[config.mk]
export PLATFORM = sky130hd
export DESIGN_NAME = bcd_counter_ctrl
export DESIGN_NICKNAME = d
export VERILOG_FILES = /design/src/rtl/bcd_ctrl_pkg.sv /design/src/rtl/bcd_counter_ctrl_prescaler.sv /design/src/rtl/bcd_counter_ctrl.sv
export SDC_FILE = /design/constraint.sdc
export NUM_CORES = 1
export LEC_CHECK = 0
export ABC_AREA = 1
export BUFFER_PORTS_ARGS = -buffer_cell sky130_fd_sc_hd__buf_4
export CELL_PAD_IN_SITES_DETAIL_PLACEMENT = 1
export CELL_PAD_IN_SITES_GLOBAL_PLACEMENT = 2
export CORE_ASPECT_RATIO = 0.8
export CORE_MARGIN = 2
export CORE_UTILIZATION = 32
export DETAILED_ROUTE_END_ITERATION = 10
export PLACE_DENSITY = 0.95
export SYNTH_ARGS = -nofsm -noshare
export SYNTH_HDL_FRONTEND = slang
export SYNTH_SLANG_ARGS = --single-unit
[constraint.sdc]
create_clock -name clk -period 4.54 [get_ports clk]
set_input_delay 1.135 -clock clk [delete_from_list [all_inputs] [get_ports clk]]
set_output_delay 1.135 -clock clk [all_outputs]
set_load 0.1 [all_outputs]
[src/rtl/bcd_ctrl_pkg.sv]
// Shared types and BCD helpers for the multidecade counter controller.
package bcd_ctrl_pkg;

  typedef enum logic [2:0] {
    ST_IDLE  = 3'd0,
    ST_CLEAR = 3'd1,
    ST_RUN   = 3'd2,
    ST_PAUSE = 3'd3,
    ST_DONE  = 3'd4
  } state_t;

  typedef logic [3:0] bcd_t;
  localparam bcd_t BCD_MAX = 4'd9;

  typedef struct packed {
    bcd_t hundred;
    bcd_t tens;
    bcd_t ones;
  } bcd3_t;

  function automatic logic bcd_valid(bcd3_t v);
    return (v.hundred <= BCD_MAX) && (v.tens <= BCD_MAX) && (v.ones <= BCD_MAX);
  endfunction

  // Value the counter will show after one increment (999 wraps to 000).
  function automatic bcd3_t bcd_inc(bcd3_t v);
    bcd3_t r;
    r = v;
    if (v.ones != BCD_MAX) r.ones = v.ones + 4'd1;
    else begin
      r.ones = '0;
      if (v.tens != BCD_MAX) r.tens = v.tens + 4'd1;
      else begin
        r.tens    = '0;
        r.hundred = (v.hundred == BCD_MAX) ? '0 : v.hundred + 4'd1;
      end
    end
    return r;
  endfunction

endpackage

[src/rtl/bcd_counter_ctrl_prescaler.sv]
// Free-running prescaler with freeze (i_en low holds value), sync clear and one-cycle tick.
module bcd_prescaler #(
  parameter int PRESCALE = 10
) (
  input  logic clk,
  input  logic rst_n,
  input  logic i_clr,
  input  logic i_en,
  output logic o_tick
);

  localparam int CW = (PRESCALE > 1) ? $clog2(PRESCALE) : 1;
  localparam logic [CW-1:0] LAST = CW'(PRESCALE - 1);

  logic [CW-1:0] r_cnt;

  assign o_tick = i_en && (r_cnt == LAST);

  always_ff @(posedge clk or negedge rst_n) begin
    if (!rst_n)      r_cnt <= '0;
    else if (i_clr)  r_cnt <= '0;
    else if (i_en)   r_cnt <= o_tick ? '0 : r_cnt + 1'b1;
  end

endmodule

[src/rtl/bcd_counter_ctrl.sv]
// Sequencer for the 3-digit BCD counter: run/pause/abort, target compare, auto-reload.
// Optional lap counter output enabled by defining BCD_CTRL_LAP_CNT_EN.
module bcd_counter_ctrl
  import bcd_ctrl_pkg::*;
#(
  parameter int PRESCALE = 10,
  parameter int LAP_W    = 8
) (
  input  logic        clk,
  input  logic        reset,
  input  logic        start,
  input  logic        stop,
  input  logic        abort,
  input  logic        auto_reload,
  input  logic [11:0] target_bcd,
  input  logic [3:0]  ones,
  input  logic [3:0]  tens,
  input  logic [3:0]  hundred,
  input  logic        cnt_done,
  output logic        cnt_enable,
  output logic        cnt_reset,
  output logic        busy,
  output logic        paused,
  output logic        match,
  output logic        err,
  output logic        wrap_seen
`ifdef BCD_CTRL_LAP_CNT_EN
  ,
  output logic [LAP_W-1:0] lap_count
`endif
);

  state_t r_state, w_next;
  bcd3_t  r_target, w_digits, w_tgt_in;
  logic   r_reload, r_stepped, r_cnt_enable, r_cnt_reset;
  logic   r_busy, r_paused, r_match, r_err, r_wrap;
  logic   w_tick, w_start_ok, w_accept, w_reject, w_match;

  assign w_digits   = {hundred, tens, ones};
  assign w_tgt_in   = target_bcd;
  assign w_start_ok = ((r_state == ST_IDLE) || (r_state == ST_DONE)) && start && !abort;
  assign w_accept   = w_start_ok && bcd_valid(w_tgt_in);
  assign w_reject   = w_start_ok && !bcd_valid(w_tgt_in);
  // Compare the value the counter is about to take, so match lands with the digits
  // and no further enable is issued past the target (holds even at PRESCALE=1).
  assign w_match    = (r_state == ST_RUN) && !abort && r_stepped && r_cnt_enable &&
                      (bcd_inc(w_digits) == r_target);

  bcd_prescaler #(.PRESCALE(PRESCALE)) u_presc (
    .clk    (clk),
    .rst_n  (reset),
    .i_clr  (r_state == ST_CLEAR),
    .i_en   ((r_state == ST_RUN) && !stop && !abort),
    .o_tick (w_tick)
  );

  always_comb begin
    w_next = r_state;
    case (r_state)
      ST_IDLE, ST_DONE: if (w_accept) w_next = ST_CLEAR;
      ST_CLEAR:         w_next = ST_RUN;
      ST_RUN: begin
        if (w_match)   w_next = r_reload ? ST_CLEAR : ST_DONE;
        else if (stop) w_next = ST_PAUSE;
      end
      ST_PAUSE:         if (start && !stop) w_next = ST_RUN;
      default:          w_next = ST_IDLE;
    endcase
    if (abort) w_next = ST_IDLE;
  end

  always_ff @(posedge clk or negedge reset) begin
    if (!reset) begin
      r_state      <= ST_IDLE;
      r_target     <= '0;
      r_reload     <= 1'b0;
      r_stepped    <= 1'b0;
      r_cnt_enable <= 1'b0;
      r_cnt_reset  <= 1'b1;
      r_busy       <= 1'b0;
      r_paused     <= 1'b0;
      r_match      <= 1'b0;
      r_err        <= 1'b0;
      r_wrap       <= 1'b0;
    end else begin
      r_state      <= w_next;
      r_cnt_enable <= w_tick && (w_next == ST_RUN);
      r_cnt_reset  <= (w_next != ST_CLEAR);
      r_busy       <= (w_next == ST_CLEAR) || (w_next == ST_RUN) || (w_next == ST_PAUSE);
      r_paused     <= (w_next == ST_PAUSE);
      r_match      <= w_match;
      if (w_accept) begin
        r_target <= w_tgt_in;
        r_reload <= auto_reload;
      end
      if (r_state == ST_CLEAR)  r_stepped <= 1'b0;
      else if (w_tick)          r_stepped <= 1'b1;
      if (abort || w_accept)    r_err <= 1'b0;
      else if (w_reject)        r_err <= 1'b1;
      if (w_accept)             r_wrap <= 1'b0;
      else if (cnt_done && r_busy) r_wrap <= 1'b1;
    end
  end

  assign cnt_enable = r_cnt_enable;
  assign cnt_reset  = r_cnt_reset;
  assign busy       = r_busy;
  assign paused     = r_paused;
  assign match      = r_match;
  assign err        = r_err;
  assign wrap_seen  = r_wrap;

`ifdef BCD_CTRL_LAP_CNT_EN
  logic [LAP_W-1:0] r_lap;

  always_ff @(posedge clk or negedge reset) begin
    if (!reset)                                r_lap <= '0;
    else if (abort || w_accept)                r_lap <= '0;
    else if (w_match && r_reload && !(&r_lap)) r_lap <= r_lap + 1'b1;
  end

  assign lap_count = r_lap;
`endif

endmodule

==> results of run 1 <==
through the flow:
step	instances	cell area, um2
floorplan	275	1868
global placement	388	2236
detailed placement	388	2236
CTS	392	2291
global route	392	2291
finish	392	2291
critical path: stages:
cell     delay (ns)
buf_4          0.11
o21ai_0        0.27
nand4_1        0.44
inv_1          0.52
a31oi_1        0.09
nand2_1        0.10
nand2_2        0.09
nand2_2        0.08
nor2_2         0.03
per-layer routing:
metal | track usage, % | vias up | wire length, um
li1 | - | 941 | -
met1 | 22.74 | 844 | 2403
met3 | 1.820 | 5 | 117
met4 | 2.488 | 0 | 34
met5 | 0 | - | 0
met2 | 25.84 | 22 | 2179
worst paths after layout:
check	start	end	slack, ns	cells after the start
max in group asynchronous	reset	cnt_reset$_DFF_PN1_	3.47	1
min reg2reg	wrap_seen$_DFFE_PN0P_	wrap_seen$_DFFE_PN0P_	0.53	2
max	target_bcd[1]	cnt_enable$_DFF_PN0_	1.84	9
min in group asynchronous	reset	r_target[1]$_DFFE_PN0P_	0.76	1
min	wrap_seen$_DFFE_PN0P_	wrap_seen$_DFFE_PN0P_	0.53	2
max reg2reg	r_state[1]$_DFF_PN0_	cnt_enable$_DFF_PN0_	2.35	10
power groups by stage:
stage	sequential, mW	clock [mW]	combinational (mW)
floorplan	0.351	0	0.120
global placement	0.328	0	0.211
detailed placement	0.329	0	0.219
CTS	0.325	0.157	0.220
global route	0.332	0.167	0.248
finish	0.324	0.153	0.216
logic make-up after synthesis:
logic type / share of synthesized area, %
DFF: 37.58
AOI/OAI and AO/OA: 8.038
adders and majority gates: 1.339
muxes: 0.5359
and+or+nand+nor: 41.26
buffers and inverters: 11.25
placed cells by master (no fill, tap or decap), drive strengths merged, types with 2 or more instances in the layout:
cell    synthesis  layout
nand2          90      90
inv            54      54
buf             0      37
dfrtp          27      27
nand3          25      25
nor2           25      25
o21ai          18      18
nand4          10      10
a21oi           8       8
nand3b          5       5
clkbuf          2       4
nor3            2       2
ha              2       2
registers in the layout (all words and copies together) (netlist names):
| register | flops |
|---|---|
| r_stepped | 1 |
| err | 1 |
| u_presc.r_cnt | 4 |
| match | 1 |
| cnt_reset | 1 |
| r_reload | 1 |
| r_state | 3 |
| cnt_enable | 1 |
| r_target | 12 |
| paused | 1 |
| busy | 1 |
| wrap_seen | 1 |
cell type report:
type | count | area, um2 | area share [%]
well taps | 78 | 97.59 | 4.260
clock buffers | 4 | 55.05 | 2.403
inverters | 54 | 202.7 | 8.848
flip-flops and latches | 28 | 701.9 | 30.64
multi-input cells | 191 | 955.9 | 41.73
repair buffers | 37 | 277.8 | 12.12
==> results by group, run 1 <==
GRT
  • GRT Total Usage: 15.74%
  • Pin count of the biggest net entering global routing: 29
  • First-pass GRT wire length: 8.135 mm
  • Overflow after GRT: 0
  • Initial antenna violation count: 0
  • Vias in the first global route: 1856

Floorplan
  • Area of the core: 0.005555 mm2
  • Die width: 89.42 um
  • Die Area: 0.006469 mm2
  • Die Height: 72.34 um
  • Initial Utilization: 33.63%
  • Rows: 24
  • Ports: 38

CTS
  • Clock latency on the worst-skew pair: 0.27 ns
  • CTS Sinks: 28
  • Setup bufs post-CTS: 0
  • Post-CTS Hold Fix Bufs: 0
  • Longest Clk Path Bufs: 2
  • Clk slew on worst S/H paths: 0.09 ns
  • Num CTS Buffers: 3
  • TritonCTS clock tree: done
  • CTS H-Tree Depth: 1
  • Post-CTS sizing: 0
  • Clock root cell: clkbuf_8

Timing
  • Worst Hold Slack: 0.5262 ns
  • Fmax achieved: 0.3710 GHz
  • Final setup vio count: 0
  • Setup Skew: 0.004189 ns
  • Setup repair after global routing missed its margin: false
  • Normalized max-slew margin: 68.92%
  • Fin. max-slew vios: 0
  • Hold Vio Cnt, Final: 0
  • Tmin final: 2.695 ns
  • Worst slew pin tran: 0.4657 ns
  • Final period utilization: 59.37%
  • Final WS setup: 1.845 ns
  • Setup TNS Final: 0 ns

Route
  • DR pass1 iterations: 4
  • Routed wire per std cell: 12.08 um
  • Routed wire length: 4.734 mm
  • DR vias: 1812
  • Iteration-0 DRC count of the detailed router: 62
  • Vias per cell: 4.622
  • Drt drc: 0
  • Antenna-violating nets left: 0

Synth
  • Top-area cell type share of the netlist area: 36.17%
  • Yosys top cell by area: dfrtp_1
  • Net Count, Synth: 308
  • Syn avg cell area: 6.793 um2
  • Leading cell types by count after synthesis: 80 x nand2_1, 50 x inv_1, 27 x dfrtp_1
  • Primary FF master, synth: dfrtp_1
  • Sequential share of the synthesized area: 37.58%
  • Most frequent cell after synthesis: nand2_1
  • EDFF count, synth: 0
  • Post-synth ARST share: 100.0%
  • Synth warn: 0
  • Cell Area, Synth: 0.001868 mm2
  • Mapped Cells: 275
  • Post-synth cell types: 26
  • Area contributors post-synth: dfrtp_1 36%, nand2_1 16%, inv_1 10%
  • Seq cells post-synth: 28

Power
  • Sequential Power Share: 46.8%
  • Net Switching: 0.2469 mW
  • Pwr Total: 0.6934 mW
  • P per Cell Area: 302.7 mW/mm2
  • Gate power share: 31.2%
  • Clock share of power: 22.0%
  • Worst vdd ir: 151.0 uV
  • P_leak: 1.291 nW
  • Switching share of total power: 35.61%
  • Pint: 0.4465 mW

Critical path
  • CP required: 4.71 ns
  • Critical Path AT: 2.86 ns
  • Crit-path max FO: 17
  • Crit start category: primary input
  • CP Class: primary input to flop
  • Critical Path Sink Type: flop

Finish
  • Core occupancy in the finished layout: 41.24%
  • Number of diodes: 0
  • Post-synthesis to final-layout area growth: 22.64%
  • Share of layout cells above drive strength 1: 21.66%
  • Fin nets: 348
  • Fillers: 722

Placement
  • PortBufs: 37
  • Gpl congestion: 0.7739
  • Pre-CTS setup slack: 1.518 ns
  • DP Wirelength: 4.002 mm

Status
  • Status: finished, final reports clean

Flow run
  • Max cap viols: 0

Min path
  • Min-delay worst type: flop to flop
(Power assumes the default switching activity.)
==> inputs of run 2 (changes only) <==
--- a/config.mk
+++ b/config.mk
@@ -5,15 +5,15 @@
 export SDC_FILE = /design/constraint.sdc
 export NUM_CORES = 1
 export LEC_CHECK = 0
-export ABC_AREA = 1
+export ABC_AREA = 0
 export BUFFER_PORTS_ARGS = -buffer_cell sky130_fd_sc_hd__buf_4
 export CELL_PAD_IN_SITES_DETAIL_PLACEMENT = 1
 export CELL_PAD_IN_SITES_GLOBAL_PLACEMENT = 2
 export CORE_ASPECT_RATIO = 0.8
 export CORE_MARGIN = 2
-export CORE_UTILIZATION = 32
+export CORE_UTILIZATION = 29
 export DETAILED_ROUTE_END_ITERATION = 10
-export PLACE_DENSITY = 0.95
+export PLACE_DENSITY = 0.85
 export SYNTH_ARGS = -nofsm -noshare
 export SYNTH_HDL_FRONTEND = slang
 export SYNTH_SLANG_ARGS = --single-unit
==> constraint.sdc (replaced) <==
create_clock -name clk -period 2.3 [get_ports clk]
set_input_delay 0.575 -clock clk [delete_from_list [all_inputs] [get_ports clk]]
set_output_delay 0.575 -clock clk [all_outputs]
set_load 0.1 [all_outputs]
==> run 2 against run 1 <==
The flow now finishes with violations (setup timing). Flip-flop and latch count did not move. Final cell count is 8.9% lower. Setup slack got worse by 2.0 ns. Critical path depth rose by 2. Clock power rose to 2.6 times the previous value. Synthesized cell count shrank 25%. Largest cell class unchanged.
==> results by group, run 2 <==
Status
  • Status: complete, but fails checks
  • Failing checks: setup timing

Finish
  • Max reg flops: 12
  • Fin nets: 310
  • Fillers: 719
  • Top flop regs: r_target: 12 flops, u_presc.r_cnt: 4 flops, r_state: 3 flops
  • Most flops, register: r_target
  • Post-synthesis to final-layout area growth: 47.84%
  • Finished layout cell area: 0.002653 mm2
  • Sequential cell area: 701.9 um2
  • Most common cell after layout, fill and taps aside: buf_4
  • Footprint of the multi-input gates: 0.001162 mm2
  • Commonest non-fill, non-tap cells in the layout: 67 x buf_4, 41 x nand2_1, 27 x dfrtp_1, 10 x nor2_1, 10 x a21oi_1
  • Finished Layout Cells: 357
  • Number of diodes: 0
  • Share of layout cells above drive strength 1: 40.94%

Synth
  • Net Count, Synth: 238
  • Sequential share of the synthesized area: 39.12%
  • Area contributors post-synth: dfrtp_1 38%, nand2_1 8.6%, a21oi_1 3.3%
  • Mapped Cells: 205
  • Yosys top cell by area: dfrtp_1
  • Seq cells post-synth: 28
  • Post-synth ARST share: 100.0%
  • Most frequent cell after synthesis: nand2_1
  • Syn avg cell area: 8.752 um2
  • EDFF count, synth: 0
  • Synth warn: 0
  • Top-area cell type share of the netlist area: 37.66%
  • Post-synth cell types: 54
  • Cell Area, Synth: 0.001794 mm2
  • Leading cell types by count after synthesis: 41 x nand2_1, 27 x dfrtp_1, 12 x a21oi_1
  • Primary FF master, synth: dfrtp_1

Min path
  • Min-delay worst type: primary input to async pin

Floorplan
  • Initial Utilization: 30.19%
  • Area of the core: 0.005943 mm2
  • Die Area: 0.006836 mm2
  • Die Height: 74.36 um
  • Ports: 38
  • Die width: 91.94 um
  • Rows: 25

Critical path
  • R2r startpoint: r_target[6]$_DFFE_PN0P_
  • CP Class: primary input to flop
  • Critical Path Sink Type: flop
  • CP required: 2.47 ns
  • Worst Setup SP: ones[1]
  • Crit start category: primary input
  • Crit-path max FO: 6
  • Critical Path AT: 2.62 ns

GRT
  • Vias in the first global route: 1755
  • Overflow after GRT: 0
  • Initial antenna violation count: 0
  • Pin count of the biggest net entering global routing: 29
  • First-pass GRT wire length: 9.025 mm
  • GRT Total Usage: 16.91%

Placement
  • Post-DP Area: 0.002376 mm2
  • PortBufs: 37
  • Placed cells: 348
  • DP Wirelength: 4.087 mm
  • Pre-CTS setup slack: -0.4950 ns
  • Gpl congestion: 0.7981

Timing
  • Worst slew pin tran: 0.6683 ns
  • Final WS setup: -0.1485 ns
  • Setup repair after global routing missed its margin: true
  • Normalized max-slew margin: 55.35%
  • Hold Vio Cnt, Final: 0
  • Final setup vio count: 7
  • Tmin final: 2.449 ns
  • Final period utilization: 106.5%
  • Setup Skew: 0.004262 ns
  • Fmax achieved: 0.4084 GHz
  • Worst Hold Slack: 0.2062 ns
  • Fin. max-slew vios: 0

Power
  • Worst vdd ir: 453.0 uV
  • P_leak: 1.221 nW
  • Pwr Total: 1.592 mW
  • P per Cell Area: 600.0 mW/mm2

Route
  • Iteration-0 DRC count of the detailed router: 73
  • Antenna-violating nets left: 0
  • Routed wire per std cell: 16.14 um
  • DR vias: 1767
  • DR pass1 iterations: 4
  • Vias per cell: 4.950
  • Routed wire length: 5.762 mm
  • Drt drc: 0

CTS
  • Post-CTS Hold Fix Bufs: 0
  • Clock latency on the worst-skew pair: 0.27 ns
  • Num CTS Buffers: 3
  • Clk slew on worst S/H paths: 0.10 ns
  • Longest Clk Path Bufs: 2
  • CTS H-Tree Depth: 1
  • TritonCTS clock tree: done
  • Clock root cell: clkbuf_8
  • CTS Sinks: 28

Flow run
  • Max cap viols: 0
run 2: power breakdown:
group          switching (mW)  total (mW)  internal (mW)
clock network           0.158       0.391          0.233
logic                   0.320       0.555          0.235
registers              0.0755       0.646          0.571
total                   0.553        1.59           1.04
run 2: cells by family (layout without fill, tap and decap cells):
group / Yosys count / count (layout) / synth area share (%)
mux: 2 / 2 / 1.116
compound gates: 39 / 39 / 14.85
simple gates: 108 / 108 / 33.68
xor+xnor: 10 / 10 / 5.649
fa+ha+maj: 2 / 2 / 1.394
flops: 28 / 28 / 39.12
buf+inv: 16 / 87 / 4.183
run 2: worst paths after layout:
| kind | depth (start not counted) | slack, ns | to |
|---|---|---|---|
| setup / recovery | 11 | -0.15 | busy$_DFF_PN0_ |
| hold / removal | 1 | 0.21 | u_presc.r_cnt[1]$_DFFE_PN0P_ |
| setup reg to reg | 9 | -0.08 | busy$_DFF_PN0_ |
| hold reg to reg | 2 | 0.51 | r_target[0]$_DFFE_PN0P_ |
| max in group asynchronous | 1 | 1.79 | cnt_reset$_DFF_PN1_ |
| min in group clk | 3 | 0.48 | r_target[8]$_DFFE_PN0P_ |
run 2: critical path, stage by stage:
cell	delay [ns]
buf_6	0.09
nand4bb_4	0.28
a211oi_2	0.23
o211ai_1	0.13
nor4b_2	0.41
buf_4	0.20
nand4_4	0.11
inv_2	0.11
mux2i_1	0.21
o22ai_2	0.12
nand2b_4	0.15
run 2: what timing repair did:
action                     in CTS  in global routing
resized for setup              17                 15
pin swaps                       9                  8
gates cloned                    0                  0
setup endpoints to repair       7                 10
buffers inserted                3                  2
run 2: cell type report:
| cell class | count | share of cell area (%) |
|---|---|---|
| Multi-Input combinational cell | 161 | 43.82 |
| Timing Repair Buffer | 74 | 21.93 |
| Clock buffer | 3 | 1.557 |
| Sequential cell | 28 | 26.46 |
| Inverter | 9 | 1.274 |
| Tap cell | 81 | 3.821 |
| Clock inverter | 1 | 1.132 |
run 2: metal layers:
| metal | track usage [%] | vias up | part of all wire [%] | wire length [um] |
|---|---|---|---|---|
| met2 | 28.51 | 35 | 45 | 2610 |
| met5 | 0 | - | 0 | 0 |
| met1 | 24.40 | 862 | 51 | 2961 |
| met3 | 1.418 | 4 | 2.6 | 151 |
| met4 | 2.985 | 0 | 0.64 | 37 |
| li1 | - | 866 | - | - |
run 2: through the flow:
| stage | util (%) | setup TNS (ns) |
|---|---|---|
| global route | 44.63 | -1.272 |
| finish | 44.63 | -0.7731 |
| CTS | 42.93 | -0.3514 |
| detailed placement | 39.98 | -3.499 |
| floorplan | - | -0.8219 |
| global placement | 39.98 | -2.702 |
==> inputs of run 3 (changes only) <==
--- a/config.mk
+++ b/config.mk
@@ -5,15 +5,15 @@
 export SDC_FILE = /design/constraint.sdc
 export NUM_CORES = 1
 export LEC_CHECK = 0
-export ABC_AREA = 0
+export ABC_AREA = 1
 export BUFFER_PORTS_ARGS = -buffer_cell sky130_fd_sc_hd__buf_4
 export CELL_PAD_IN_SITES_DETAIL_PLACEMENT = 1
 export CELL_PAD_IN_SITES_GLOBAL_PLACEMENT = 2
 export CORE_ASPECT_RATIO = 0.8
 export CORE_MARGIN = 2
-export CORE_UTILIZATION = 29
+export CORE_UTILIZATION = 27
 export DETAILED_ROUTE_END_ITERATION = 10
-export PLACE_DENSITY = 0.85
+export PLACE_DENSITY = 0.86
 export SYNTH_ARGS = -nofsm -noshare
 export SYNTH_HDL_FRONTEND = slang
 export SYNTH_SLANG_ARGS = --single-unit
==> run 3 against run 2 <==
The run now ends clean. Sequential power hardly changed. Final cell count increased by 13%. Sequential share of layout area grew 3.8 points. Global-route usage shrank 2.7 points. Largest power group unchanged.
==> results by group, run 3 (same netlist as run 1, synthesis figures left out) <==
Power
  • Worst vdd ir: 221.2 uV
  • P_leak: 1.299 nW
  • P per Cell Area: 587.1 mW/mm2

CTS
  • Longest Clk Path Bufs: 2
  • Clock root cell: clkbuf_8
  • CTS H-Tree Depth: 1
  • Num CTS Buffers: 3
  • Setup bufs post-CTS: 0
  • TritonCTS clock tree: done
  • CTS Sinks: 28
  • Clock latency on the worst-skew pair: 0.28 ns
  • Clk slew on worst S/H paths: 0.10 ns

Timing
  • Normalized max-slew margin: 76.20%
  • Fin. max-slew vios: 0
  • Setup TNS Final: 0 ns
  • Worst Hold Slack: 0.1874 ns
  • Setup repair after global routing missed its margin: false
  • Final setup vio count: 0
  • Worst slew pin tran: 0.3543 ns
  • Final WS setup: 0.3211 ns
  • Tmin final: 1.979 ns
  • Hold Vio Cnt, Final: 0
  • Final period utilization: 86.04%
  • Setup Skew: 0.007235 ns
  • Fmax achieved: 0.5053 GHz

Finish
  • Finished layout cell area: 0.002317 mm2
  • Most common cell after layout, fill and taps aside: nand2_1
  • Fin nets: 351
  • Fillers: 871
  • Core occupancy in the finished layout: 34.13%
  • Top flop regs: r_target: 12 flops, u_presc.r_cnt: 4 flops, r_state: 3 flops
  • Most flops, register: r_target
  • Post-synthesis to final-layout area growth: 24.05%
  • Share of layout cells above drive strength 1: 22.40%
  • Max reg flops: 12
  • Commonest non-fill, non-tap cells in the layout: 80 x nand2_1, 50 x inv_1, 40 x buf_4, 27 x dfrtp_1, 23 x nand3_1
  • Number of diodes: 0

Route
  • Routed wire length: 5.006 mm
  • Routed wire per std cell: 12.39 um
  • DR vias: 1828
  • DR pass1 iterations: 4
  • Iteration-0 DRC count of the detailed router: 37
  • Vias per cell: 4.525
  • Drt drc: 0
  • Antenna-violating nets left: 0

Status
  • Status: finished, final reports clean

Critical path
  • CP peak stage delay: 0.18 ns
  • CP bufs+invs: 3
  • CP Class: primary input to flop
  • Critical Path AT: 2.20 ns
  • Most frequent cell on the critical path: nand2_1
  • CP required: 2.52 ns
  • CP delay by family, top: simple AND/OR/NAND/NOR gates
  • Crit-path max FO: 6
  • CP max-delay cell: nor2_4
  • Crit start category: primary input
  • Crit-path cells: buf_4 -> inv_1 -> nand2_1 -> nor2_4 -> nand2_4 -> inv_2 -> nand2_1 -> nand3b_1 -> nand2_1 -> nor2_2 -> nand3_2 -> nand2_1 -> nand2_1 -> nand2_1 -> nand2_1 -> nand2_2 -> nand2_2 -> nor2_2
  • Critical Path Sink Type: flop

GRT
  • Pin count of the biggest net entering global routing: 29
  • Vias in the first global route: 1907
  • First-pass GRT wire length: 8.880 mm
  • Overflow after GRT: 0
  • Initial antenna violation count: 0
  • GRT Total Usage: 14.17%

Floorplan
  • Area of the core: 0.006790 mm2
  • Die Height: 78.40 um
  • Initial Utilization: 27.51%
  • Ports: 38
  • Die Area: 0.007604 mm2
  • Die width: 97.00 um
  • Rows: 27

Placement
  • Post-DP Area: 0.002270 mm2
  • DP Wirelength: 4.176 mm
  • Pre-CTS setup slack: 0.003604 ns
  • Gpl congestion: 0.8194
  • PortBufs: 37

Flow run
  • Max cap viols: 0

Min path
  • Min-delay worst type: primary input to async pin
## run 3: what timing repair did
item,4_1_cts,5_1_grt
endpoints found under the hold margin,0,0
resized for setup,0,1
hold buffers,0,0
setup endpoints to repair,0,2
## run 3: cell type report
type | count | area [um2] | area share [%]
inverter | 54 | 202.7 | 8.747
tap | 87 | 108.9 | 4.698
clock buffer | 4 | 45.04 | 1.944
sequential | 28 | 701.9 | 30.29
timing repair buffer | 40 | 300.3 | 12.96
multi-input combinational | 191 | 958.4 | 41.36
## run 3: per-layer routing
metal	track usage, %	routed length [um]	vias to the layer above
met5	0	0	-
met2	23.26	2311	26
li1	-	-	949
met3	1.514	130	5
met4	4.225	69	0
met1	19.80	2494	848
## run 3: power breakdown
| part | internal, mW | switching, mW |
|---|---|---|
| sequential | 0.577 | 0.0657 |
| clock | 0.125 | 0.162 |
| combinational | 0.153 | 0.277 |
## run 3: worst paths after layout
kind,startpoint,endpoint,slack [ns],depth (start not counted)
hold reg to reg,r_stepped$_DFFE_PN0P_,r_stepped$_DFFE_PN0P_,0.52,2
hold / removal,reset,r_target[0]$_DFFE_PN0P_,0.19,1
setup / recovery,tens[2],cnt_enable$_DFF_PN0_,0.32,18
min in group clk,abort,err$_DFFE_PN0P_,0.48,2
max in group asynchronous,reset,cnt_reset$_DFF_PN1_,1.79,1
setup reg to reg,r_state[2]$_DFF_PN0_,cnt_enable$_DFF_PN0_,0.37,15
## run 3: stage by stage
stage / cells / power, mW
final: 404 / 1.360
after global routing: 404 / 1.459
after CTS: 404 / 1.372
after detailed placement: 400 / 1.091
after global placement: 400 / 1.072
after floorplan: 275 / 0.9295
